<file path="src/rtl/seq_det_pkg.sv">
// Shared constants and sizing helper for the parametrised serial-pattern detector.
package seq_det_pkg;

    localparam int PAT_W_MIN = 2;
    localparam int PAT_W_MAX = 32;

    // Ceiling log2, never less than 1 so a counter always has at least one bit.
    function automatic int clog2(input int v);
        int r;
        r = 1;
        for (int i = 1; i < 32; i++) begin
            if ((1 << i) < v) r = i + 1;
        end
        return r;
    endfunction

endpackage

</file>
<file path="src/rtl/seq_detector_param_sat_counter.sv">
// Saturating up-counter with synchronous clear (clear beats increment).
module sat_counter #(
    parameter int W = 8
) (
    input  logic         clk,
    input  logic         rst,
    input  logic         inc,
    input  logic         clr,
    output logic [W-1:0] cnt,
    output logic         sat
);

    logic [W-1:0] cnt_q;
    logic [W-1:0] cnt_d;

    always_comb begin
        cnt_d = cnt_q;
        if (clr) begin
            cnt_d = '0;
        end else if (inc && (cnt_q != {W{1'b1}})) begin
            cnt_d = cnt_q + W'(1);
        end
    end

    always_ff @(posedge clk or posedge rst) begin
        if (rst) begin
            cnt_q <= '0;
        end else begin
            cnt_q <= cnt_d;
        end
    end

    assign cnt = cnt_q;
    assign sat = (cnt_q == {W{1'b1}});

endmodule

</file>
<file path="src/rtl/seq_detector_param.sv">
// Mealy detector for a run-time loadable PAT_W-bit serial pattern, with optional
// non-overlapping matching, a bit-valid qualifier, registered hit and hit counter.
module seq_detector_param
    import seq_det_pkg::*;
#(
    parameter int PAT_W = 4,
    parameter int CNT_W = 8
) (
    input  logic             clk,
    input  logic             rst,
    input  logic             cfg_load,
    input  logic [PAT_W-1:0] pattern,
    input  logic             overlap,
    input  logic             en,
    input  logic             in,
    input  logic             clr_cnt,
    output logic             out,
    output logic             out_q,
    output logic [CNT_W-1:0] match_cnt,
    output logic             cnt_sat
);

    localparam int FILL_W = clog2(PAT_W);
    localparam logic [FILL_W-1:0] FILL_FULL = FILL_W'(PAT_W - 1);

    logic [PAT_W-1:0]  pat_q, pat_d;
    logic              ovl_q, ovl_d;
    logic [PAT_W-2:0]  hist_q, hist_d;
    logic [FILL_W-1:0] fill_q, fill_d;
    logic              hit_q;
    logic [PAT_W-1:0]  window;
    logic              hit;

    // The live bit completes the window, so a hit is visible in the same cycle.
    assign window = {hist_q, in};
    assign hit    = ~rst & en & ~cfg_load & (fill_q == FILL_FULL) & (window == pat_q);

    always_comb begin
        pat_d  = pat_q;
        ovl_d  = ovl_q;
        hist_d = hist_q;
        fill_d = fill_q;
        if (cfg_load) begin
            pat_d  = pattern;
            ovl_d  = overlap;
            fill_d = '0;
        end else if (en) begin
            hist_d = window[PAT_W-2:0];
            if (hit && !ovl_q) begin
                fill_d = '0;
            end else if (fill_q != FILL_FULL) begin
                fill_d = fill_q + FILL_W'(1);
            end
        end
    end

    always_ff @(posedge clk or posedge rst) begin
        if (rst) begin
            pat_q  <= '0;
            ovl_q  <= 1'b1;
            hist_q <= '0;
            fill_q <= '0;
            hit_q  <= 1'b0;
        end else begin
            pat_q  <= pat_d;
            ovl_q  <= ovl_d;
            hist_q <= hist_d;
            fill_q <= fill_d;
            hit_q  <= hit;
        end
    end

    assign out   = hit;
    assign out_q = hit_q;

    sat_counter #(.W(CNT_W)) u_cnt (
        .clk (clk),
        .rst (rst),
        .inc (hit),
        .clr (clr_cnt),
        .cnt (match_cnt),
        .sat (cnt_sat)
    );

endmodule

</file>
<file path="config.mk">
export PLATFORM = sky130hd
export DESIGN_NAME = seq_detector_param
export DESIGN_NICKNAME = d
export VERILOG_FILES = /design/src/rtl/seq_det_pkg.sv /design/src/rtl/seq_detector_param_sat_counter.sv /design/src/rtl/seq_detector_param.sv
export SDC_FILE = /design/constraint.sdc
export NUM_CORES = 1
export LEC_CHECK = 0
export ABC_CLOCK_PERIOD_IN_PS = 4800
export BUFFER_PORTS_ARGS = -buffer_cell sky130_fd_sc_hd__buf_4
export CAP_MARGIN = 20
export CORE_ASPECT_RATIO = 1.4
export CORE_MARGIN = 4
export CORE_UTILIZATION = 45
export DETAILED_ROUTE_END_ITERATION = 10
export PLACE_DENSITY = 0.66
export SYNTH_ARGS = -nofsm -noshare
export SYNTH_HDL_FRONTEND = slang
export SYNTH_SLANG_ARGS = --single-unit
</file>
<file path="constraint.sdc">
create_clock -name clk -period 4.8 [get_ports clk]
set_input_delay 0.24 -clock clk [delete_from_list [all_inputs] [get_ports clk]]
set_output_delay 0.24 -clock clk [all_outputs]
set_load 0.05 [all_outputs]
</file>
**Word level (Yosys, flattened, before mapping)**

Cells that the tools add are included.

- Register bits: 49
- Input port bits: 11
- Output and inout bits: 11
- Word-level logic and storage cells: 33

- Add/sub/neg operators: 2
- Eq/ne operators: 5
- Muxes and demuxes: 6
- Bitwise logic cells: 6
- Reduce and logical (&&, ||, !) cells: 8

Operators with widths:

| cell | number |
|---|---|
| $mux 32 | 4 |
| $add 32x1->32 const B | 1 |
| $eq 32x2->1 const B | 1 |
| $ne 32x2->1 const B | 1 |
| $mux 8 | 2 |
| $add 8x1->8 const B | 1 |
| $eq 8x8->1 const B | 1 |
| $ne 8x8->1 const B | 1 |
| $and 1x1->1 | 4 |
| $eq 4x4->1 | 1 |
| $reduce_and 2->1 | 2 |
| $reduce_bool 2->1 | 2 |
| $reduce_bool 3->1 | 1 |
| $logic_and 1x1->1 | 2 |
| $not 1->1 | 2 |
| $logic_not 1->1 | 1 |

**Longest topological paths before layout**

Gate-level depths: netlist (run 1).

- Depth in word-level cells: 9
- Mapped depth: 8
- Gate-level depth less buffers: 7

**Hierarchy**

A second synthesis (run 1) with hierarchy kept.

- Cells, all modules: 296
- Area, all modules: 2802.7 um^2

By module, submodules not included:

| module | times used | cells an instance | area an instance (um^2) | sequential area each (um^2) |
|---|---|---|---|---|
| seq_detector_param | 1 | 248 | 2314.7 | 1027.2 |
| sat_counter | 1 | 48 | 488.0 | 200.2 |

**Least setup slack after synthesis (run 1)**

No wires, ideal clock.

- Path kind: reg2reg
- From: register fill_q[0]
- To: register u_cnt.cnt_q[5], in the netlist u_cnt.cnt[5]
- Setup time: 0.125 ns
- Arrival: 2.194 ns
- Data required time: 4.675 ns
- Path slack: 2.481 ns
- Cell stages (with the launch flop): 8
- Path buffers: 0
- Period minus slack after synthesis: 2.319 ns
- Cell sequence: dfrtp_1 > ha_1 > nor4b_1 > and4_1 > nand4_1 > clkinv_1 > nand4_1 > mux2_2

- Longest elaborated chain between the ends: 5

Ends and longest elaborated chain:

| item | line | source |
|---|---|---|
| start, declared | seq_detector_param.sv:29 | `logic [FILL_W-1:0] fill_q, fill_d;` |
| start signal, assigned | seq_detector_param.sv:68 | `fill_q <= fill_d;` |
| $eq 32x2->1 | seq_detector_param.sv:36 | `assign hit = ~rst & en & ~cfg_load & (fill_q == FILL_FULL) & (window == pat_q);` |
| $and 1x1->1 (2 in series) | seq_detector_param.sv:36 |  |
| net out | seq_detector_param.sv:17 | `output logic out,` |
| $logic_and 1x1->1 | seq_detector_param_sat_counter.sv:20 | `end else if (inc && (cnt_q != {W{1'b1}})) begin` |
| $reduce_bool 2->1 (no line) | -- |  |
| end signal, assigned | seq_detector_param_sat_counter.sv:29 | `cnt_q <= cnt_d;` |
| end, declared | seq_detector_param_sat_counter.sv:13 | `logic [W-1:0] cnt_q;` |

The timed path passes the listed nets, and every way through them passes these cells.
A chain may end at the register's enable or synchronous reset.

**Worst setup path in the final report (run 1)**

- From: register fill_q[0]
- To: output out

- Longest elaborated chain between the ends: 3

Ends and longest elaborated chain:

| item | line |
|---|---|
| $eq 32x2->1 | seq_detector_param.sv:36 |
| $and 1x1->1 (2 in series) | seq_detector_param.sv:36 |
| end, declared | seq_detector_param.sv:17 |

Every way passes these cells.

==> impl_metrics.sql, run 1 <==
INSERT INTO impl_metrics (metric_group, metric, value, unit) VALUES
('yosys', 'synthesis.area', '2825', 'sq um'),
('clocking', 'worstSkewPairLatency', '0.31', 'ns'),
('power_and_ir_drop', 'seqPwrFrac', '57.0', '%'),
('sta', 'setup-tns-final', '0', 'ns'),
('setup_path', 'required', '4.56', 'ns'),
('routing', 'drt-total-wl', '7187', 'microns'),
('setup_path', 'timing.rr.start', 'hist_q[1]', ''),
('sta', 'report.final.hold_viol_count', '0', ''),
('min_path', 'worst_hold_startpoint', 'in', ''),
('final_layout', 'layout-drive-gt1-share', '14.84', '%'),
('clocking', 'tritoncts_num_sinks', '49', ''),
('final_layout', 'layout_common_cells', '48 x sky130_fd_sc_hd__dfrtp_1, 35 x sky130_fd_sc_hd__nand3_1, 29 x sky130_fd_sc_hd__nand2_1, 27 x sky130_fd_sc_hd__a31oi_1, 24 x sky130_fd_sc_hd__buf_4', ''),
('power_and_ir_drop', 'vdd.ir_drop.worst', '141.8', 'uV'),
('global_routing', 'grt_use_total', '20.20', '%'),
('die', 'floorplan.die_area', '7628', 'sq um'),
('setup_path', 'critical_path.n_buffers_inverters', '2', ''),
('sta', 'achievable-frequency', '366.7', 'MHz'),
('setup_path', 'reg2reg_setup_slack', '2.23', 'ns'),
('min_path', 'holdCritPathClass', 'in -> reg', ''),
('placement', 'port_buffers', '21', ''),
('power_and_ir_drop', 'p_switching', '208.9', 'uW'),
('setup_path', 'cp_slowest_stage_delay', '0.45', 'ns'),
('min_path', 'whs_endpoint', 'hist_q[0]', ''),
('sta', 'timing.max_slew.rel_slack', '38.89', '%'),
('setup_path', 'worstSetupEndpointType', 'primary output', ''),
('power_and_ir_drop', 'clkPwrFrac', '32.7', '%'),
('yosys', 'ys_dominant_reg_cell', 'sky130_fd_sc_hd__dfrtp_1', ''),
('clocking', 'cts.root.buffer_cell', 'sky130_fd_sc_hd__clkbuf_8', ''),
('power_and_ir_drop', 'p_int', '559.0', 'uW'),
('run_status', 'run_status', 'finished, final reports clean', ''),
('yosys', 'warnings_synthesis', '0', ''),
('setup_path', 'start_kind', 'flip-flop', ''),
('global_routing', 'global_route.overflow_total', '0', ''),
('final_layout', 'layout.cells.most_common', 'sky130_fd_sc_hd__dfrtp_1', ''),
('sta', 'layout_min_cycle_time', '2.727', 'ns'),
('clocking', 'cts_max_level', '2', ''),
('setup_path', 'crit_arrival', '2.49', 'ns'),
('sta', 'max_slew.worst_pin.slew', '0.9167', 'ns'),
('clocking', 'cts_buffer_depth', '2', ''),
('final_layout', 'final_nets', '349', ''),
('routing', 'via_per_inst', '6.310', ''),
('yosys', 'syn-num-nets', '332', ''),
('global_routing', 'grt_antenna_before_repair', '0', ''),
('routing', 'drt-initial-drc-count', '281', ''),
('placement', 'dp.final_hpwl', '5006', 'microns'),
('setup_path', 'cp_slowest_cell', 'sky130_fd_sc_hd__nor4b_1', ''),
('setup_path', 'rr_endpoint', 'fill_q[31]', ''),
('final_layout', 'fin_area', '3154', 'sq um'),
('power_and_ir_drop', 'combinationalPowerShare', '10.3', '%'),
('die', 'chipHeight', '101.8', 'microns'),
('power_and_ir_drop', 'netSwitchingFraction', '27.20', '%'),
('routing', 'post_drt_antenna_nets', '0', ''),
('clocking', 'cts.repair_timing.setup_buffer_count', '0', ''),
('final_layout', 'layout_area_growth_over_synthesis', '11.65', '%'),
('global_routing', 'grt_first_pass_wirelength', '11920', 'microns'),
('setup_path', 'rr_worst_depth', '5', ''),
('routing', 'wire_per_inst', '17.66', 'microns'),
('global_routing', 'grt_max_degree', '50', ''),
('die', 'io_pins', '22', ''),
('sta', 'maxSlewViolCount', '0', ''),
('sta', 'final.setup_skew', '0.01072', 'ns'),
('power_and_ir_drop', 'leakage', '1.324', 'nW'),
('yosys', 'synth.ff_latch_count', '49', ''),
('sta', 'period_share', '56.81', '%'),
('setup_path', 'critPathLaunch', 'fill_q[0]', ''),
('die', 'placeableCoreArea', '5987', 'sq um'),
('sta', 'finalHoldWorstSlack', '0.1480', 'ns'),
('yosys', 'syn_avg_cell_area', '8.856', 'sq um'),
('final_layout', 'antenna_cells_inserted', '0', ''),
('yosys', 'synth_edf_count', '0', ''),
('routing', 'via_count', '2568', '');
## logic make-up after synthesis
family                   Yosys count  synth area share [%]
AO/OA/AOI/OAI                     63                 13.95
adder cells (fa/ha/maj)            2                0.8856
buffers and inverters             27                 3.631
multiplexers                      13                 5.093
XOR/XNOR                           6                 1.860
flip-flops                        49                 43.45
AND/OR/NAND/NOR                  159                 31.13
## how the worst max path moves through the flow
stage	to	slack [ns]	depth (start not counted)
final	out	2.07	6
after global routing	out	1.86	6
after CTS	out	2.11	6
after detailed placement	fill_q[31]	2.01	6
after global placement	fill_q[7]	2.06	6
after floorplan	u_cnt.cnt[5]	2.48	7
## layer usage
metal / routed length, microns / up-vias / part of all wire, % / GRT usage, %
li1: - / 1244 / - / -
met1: 2932 / 1224 / 41 / 25.77
met2: 3645 / 81 / 51 / 31.95
met3: 349 / 19 / 4.9 / 3.575
met4: 259 / 0 / 3.6 / 10.96
met5: 0 / - / 0 / 0
## through the flow
| stage | cells | util (%) | worst slack (ns) |
|---|---|---|---|
| global placement | 396 | 50.57 | 2.062 |
| finish | 407 | 52.69 | 2.073 |
| CTS | 404 | 52.10 | 2.112 |
| global route | 407 | 52.69 | 1.863 |
| floorplan | 319 | - | 2.481 |
| detailed placement | 396 | 50.57 | 2.009 |
## final cells by class
cell class              count  area [sq um]
fillers                   549          2833
multi-input cells         243          1495
flip-flops and latches     49          1227
repair buffers             27         215.2
well taps                  70         87.58
clock buffers               5         68.82
inverters                  10         37.54
clock inverters             3         22.52
## flip-flops by register name, indices dropped and copies added (netlist names)
signal / flops
u_cnt.cnt: 8
ovl_q: 1
fill_q: 32
hist_q: 3
out_q: 1
pat_q: 4
## tightest hold or removal path, cell delays in order
cell and delay, ns:
sky130_fd_sc_hd__buf_4 0.09, sky130_fd_sc_hd__nand2_1 0.04, sky130_fd_sc_hd__nand2_1 0.05
## power by group through the flow
stage	Combinational (mW)	Sequential [mW]	Clock, mW
floorplan	0.0544	0.443	0
global placement	0.0750	0.445	0
detailed placement	0.0768	0.445	0
CTS	0.0768	0.437	0.259
global route	0.0900	0.440	0.275
finish	0.0790	0.437	0.251
## cell usage after synthesis, types with 3 or more instances
master                     number  share of area (%)
sky130_fd_sc_hd__nand3_1       35                6.2
sky130_fd_sc_hd__o21ai_0       15                2.7
sky130_fd_sc_hd__nand2b_1       6                1.3
sky130_fd_sc_hd__nand4_1       11                2.4
sky130_fd_sc_hd__a22oi_1        3               0.80
sky130_fd_sc_hd__nor2b_1        9                2.0
sky130_fd_sc_hd__a31oi_1       27                6.0
sky130_fd_sc_hd__a21oi_1        7                1.2
sky130_fd_sc_hd__nor4_1        12                2.7
sky130_fd_sc_hd__nand2_1       29                3.9
sky130_fd_sc_hd__nor2_1        16                2.1
sky130_fd_sc_hd__a41oi_1        4                1.2
sky130_fd_sc_hd__and4_1         5                1.5
sky130_fd_sc_hd__or3_1          4               0.89
sky130_fd_sc_hd__clkbuf_1      16                2.1
sky130_fd_sc_hd__dfrtp_1       48                 43
sky130_fd_sc_hd__inv_1          9                1.2
sky130_fd_sc_hd__and3_1         6                1.3
sky130_fd_sc_hd__xor2_1         5                1.5
sky130_fd_sc_hd__nor3_1         8                1.4
sky130_fd_sc_hd__or4_1          6                1.6
sky130_fd_sc_hd__mux2_2        11                4.4
## timing repair
item                                    CTS  global route
endpoints found under the setup margin    0             0
hold buffers                              0             1
endpoints found under the hold margin     0            17
Note: power is estimated with default switching activity, not from simulation.
==> run 2: changes to the inputs <==
--- a/config.mk
+++ b/config.mk
@@ -5,14 +5,14 @@
 export SDC_FILE = /design/constraint.sdc
 export NUM_CORES = 1
 export LEC_CHECK = 0
-export ABC_CLOCK_PERIOD_IN_PS = 4800
+export ABC_CLOCK_PERIOD_IN_PS = 2500
 export BUFFER_PORTS_ARGS = -buffer_cell sky130_fd_sc_hd__buf_4
 export CAP_MARGIN = 20
 export CORE_ASPECT_RATIO = 1.4
 export CORE_MARGIN = 4
 export CORE_UTILIZATION = 45
 export DETAILED_ROUTE_END_ITERATION = 10
-export PLACE_DENSITY = 0.66
+export PLACE_DENSITY = 0.68
 export SYNTH_ARGS = -nofsm -noshare
 export SYNTH_HDL_FRONTEND = slang
 export SYNTH_SLANG_ARGS = --single-unit
==> constraint.sdc (replaced) <==
create_clock -name clk -period 2.5 [get_ports clk]
set_input_delay 0.125 -clock clk [delete_from_list [all_inputs] [get_ports clk]]
set_output_delay 0.125 -clock clk [all_outputs]
set_load 0.05 [all_outputs]
==> run 2 against run 1 <==
  * Critical path depth did not move
  * Via count is 4.2% higher
  * Flip-flop and latch count did not move
  * Routed wire length up 1.7%
  * Design area up 3.2%
  * Worst hold slack worse by 0.12 ns
  * Utilization grew 1.7 points
  * Total power increased by 97%
  * Worst setup slack got worse by 1.9 ns
  * Non-clock buffer count is 11 higher
  * Sequential power is 92% higher
  * Sequential share of layout area decreased by 1.2 points
  * Critical path type unchanged
  * Critical endpoint unchanged
  * Largest power group unchanged
==> impl_metrics.sql, run 2 (synthesis gave the netlist of run 1 again) <==
INSERT INTO impl_metrics (metric_group, metric, value, unit) VALUES
('run_status', 'run_status', 'finished, final reports clean', ''),
('global_routing', 'grt_use_total', '20.34', '%'),
('routing', 'drt-initial-drc-count', '200', ''),
('routing', 'post_drt_antenna_nets', '0', ''),
('die', 'rows', '33', ''),
('global_routing', 'first_global_vias', '2544', ''),
('clocking', 'tritoncts_clock_tree', 'yes', ''),
('sta', 'maxSlewViolCount', '0', ''),
('setup_path', 'critPathLaunch', 'fill_q[0]', ''),
('sta', 'layout_min_cycle_time', '2.292', 'ns'),
('placement', 'dp.final_hpwl', '5074', 'microns'),
('die', 'floorplan.die.width', '74.97', 'microns'),
('power_and_ir_drop', 'power-per-cell-area', '464.3', 'nW/um^2'),
('die', 'floorplan.die_area', '7628', 'sq um'),
('setup_path', 'worstSetupEndpointType', 'primary output', ''),
('clocking', 'worstSkewPairLatency', '0.31', 'ns'),
('power_and_ir_drop', 'combinationalPowerShare', '11.0', '%'),
('setup_path', 'timing.critical_path.cells', 'ha_1 -> nor4b_2 -> and4_1 -> nand4_1 -> clkinv_1 -> buf_4', ''),
('final_layout', 'final_nets', '360', ''),
('final_layout', 'layout-drive-gt1-share', '18.68', '%'),
('sta', 'report.final.hold_viol_count', '0', ''),
('min_path', 'holdCritPathClass', 'in -> reg', ''),
('setup_path', 'criticalPathCategory', 'reg -> out', ''),
('power_and_ir_drop', 'leakage', '1.372', 'nW'),
('sta', 'grt_setup_unrepaired', 'no', ''),
('run', 'drv.max_cap_violation_count', '0', ''),
('final_layout', 'largest_reg_flops', '32', ''),
('clocking', 'cts_made_buffers', '5', ''),
('routing', 'via_per_inst', '6.402', ''),
('placement', 'port_buffers', '21', ''),
('routing', 'first_pass_iters', '5', ''),
('setup_path', 'required', '2.38', 'ns'),
('placement', 'finalWeightedCongestion', '0.8399', ''),
('die', 'placeableCoreArea', '5987', 'sq um'),
('sta', 'final.setup_skew', '0.01348', 'ns'),
('power_and_ir_drop', 'clkPwrFrac', '33.3', '%'),
('final_layout', 'layout_common_cells', '48 x sky130_fd_sc_hd__dfrtp_1, 37 x sky130_fd_sc_hd__buf_4, 35 x sky130_fd_sc_hd__nand3_1, 29 x sky130_fd_sc_hd__nand2_1, 27 x sky130_fd_sc_hd__a31oi_1', ''),
('power_and_ir_drop', 'p_int', '1.087', 'mW'),
('power_and_ir_drop', 'netSwitchingFraction', '28.09', '%'),
('routing', 'drt_drc_violations_left', '0', ''),
('sta', 'endpoints_failing_setup', '0', ''),
('routing', 'wire_per_inst', '17.49', 'microns'),
('min_path', 'worst_hold_startpoint', 'in', ''),
('final_layout', 'antenna_cells_inserted', '0', ''),
('global_routing', 'grt_antenna_before_repair', '0', ''),
('setup_path', 'start_kind', 'flip-flop', ''),
('routing', 'drt-total-wl', '7309', 'microns'),
('global_routing', 'grt_max_degree', '26', ''),
('clocking', 'tritoncts_num_sinks', '49', ''),
('placement', 'dp_slack', '0.2796', 'ns'),
('sta', 'max_slew.worst_pin.slew', '0.5756', 'ns'),
('power_and_ir_drop', 'p_switching', '424.5', 'uW'),
('global_routing', 'global_route.overflow_total', '0', ''),
('power_and_ir_drop', 'vdd.ir_drop.worst', '337.6', 'uV'),
('final_layout', 'layout.cells.most_common', 'sky130_fd_sc_hd__dfrtp_1', ''),
('final_layout', 'fin_area', '3256', 'sq um'),
('die', 'io_pins', '22', ''),
('sta', 'timing.max_slew.rel_slack', '61.27', '%'),
('routing', 'via_count', '2676', ''),
('setup_path', 'timing.rr.start', 'fill_q[0]', ''),
('sta', 'achievable-frequency', '436.4', 'MHz'),
('placement', 'placedInstanceArea', '3126', 'sq um'),
('clocking', 'cts_max_level', '2', ''),
('die', 'chipHeight', '101.8', 'microns'),
('setup_path', 'critPathMaxFanout', '9', ''),
('global_routing', 'grt_first_pass_wirelength', '12100', 'microns'),
('power_and_ir_drop', 'seqPwrFrac', '55.6', '%'),
('final_layout', 'layout_area_growth_over_synthesis', '15.23', '%'),
('setup_path', 'cp_slowest_cell', 'sky130_fd_sc_hd__dfrtp_1', ''),
('final_layout', 'registers.top_by_ff_count', 'fill_q', ''),
('sta', 'period_share', '91.66', '%'),
('clocking', 'cts.clk_slew.worst_paths', '0.10', 'ns'),
('setup_path', 'crit_arrival', '2.17', 'ns'),
('clocking', 'cts.root.buffer_cell', 'sky130_fd_sc_hd__clkbuf_8', ''),
('clocking', 'cts.repair_timing.setup_buffer_count', '0', ''),
('clocking', 'cts_buffer_depth', '2', ''),
('setup_path', 'cp_slowest_stage_delay', '0.44', 'ns'),
('sta', 'final_critical_path_setup_slack', '0.2085', 'ns'),
('sta', 'setup-tns-final', '0', 'ns'),
('die', 'initial_core_util', '47.19', '%');
run 2: changes by cell type in the layout (fill, tap and decap cells not counted), sizes merged:
cell | previous run | this run
inv | 9 | 10
clkinv | 4 | 1
clkbuf | 6 | 5
clkinvlp | 0 | 2
buf | 25 | 37
run 2: worst paths after layout:
path                              end  slack, ns  cells past startpoint
max in group asynchronous       ovl_q       1.34                      4
max                               out       0.21                      6
max reg2reg                fill_q[22]       0.23                      6
min in group asynchronous    pat_q[3]       0.43                      3
min                         hist_q[0]       0.03                      3
min reg2reg                 hist_q[2]       0.52                      2
run 2: worst max-delay path: cells and delay by family (launching register included):
kind,cells,cell delay (ns)
flip-flops,1,0.44
buffers and inverters,2,0.42
AND/OR/NAND/NOR,3,0.75
adder cells (fa/ha/maj),1,0.24
run 2: final cells by class:
class	count	area, sq um
Multi-Input combinational cell	243	1520
Fill cell	540	2731
Tap cell	70	87.58
Timing Repair Buffer	38	287.8
Inverter	10	37.54
Sequential cell	49	1227
Clock buffer	5	68.82
Clock inverter	3	26.28
run 2: per-stage QoR:
| step | total power, mW | instances | util, % | hold WS [ns] |
|---|---|---|---|---|
| floorplan | 0.9544 | 319 | - | 0.2304 |
| global placement | 1.014 | 409 | 52.20 | 0.2299 |
| detailed placement | 1.017 | 409 | 52.20 | 0.2284 |
| CTS | 1.521 | 418 | 53.96 | 0.01920 |
| global route | 1.578 | 418 | 54.38 | 0.02341 |
| finish | 1.512 | 418 | 54.38 | 0.02595 |
run 2: power groups by stage:
stage,clock network (mW),registers [mW],logic [mW]
5_1_grt,0.549,0.844,0.185
2_1_floorplan,0,0.850,0.104
6_report,0.504,0.841,0.167
4_1_cts,0.517,0.839,0.165
3_5_place_dp,0,0.855,0.162
3_3_place_gp,0,0.854,0.160
run 2: timing repair:
action | in CTS | in global routing
setup endpoints to repair | 0 | 1
hold buffers | 1 | 0
hold endpoints to repair | 23 | 0
resized for setup | 0 | 4
run 2: routing by layer:
| metal | GRT usage [%] | wire length (microns) | up-vias |
|---|---|---|---|
| li1 | - | - | 1267 |
| met1 | 25.56 | 2981 | 1301 |
| met2 | 33.36 | 3692 | 88 |
| met3 | 3.972 | 407 | 20 |
| met4 | 8.904 | 228 | 0 |
| met5 | 0 | 0 | - |
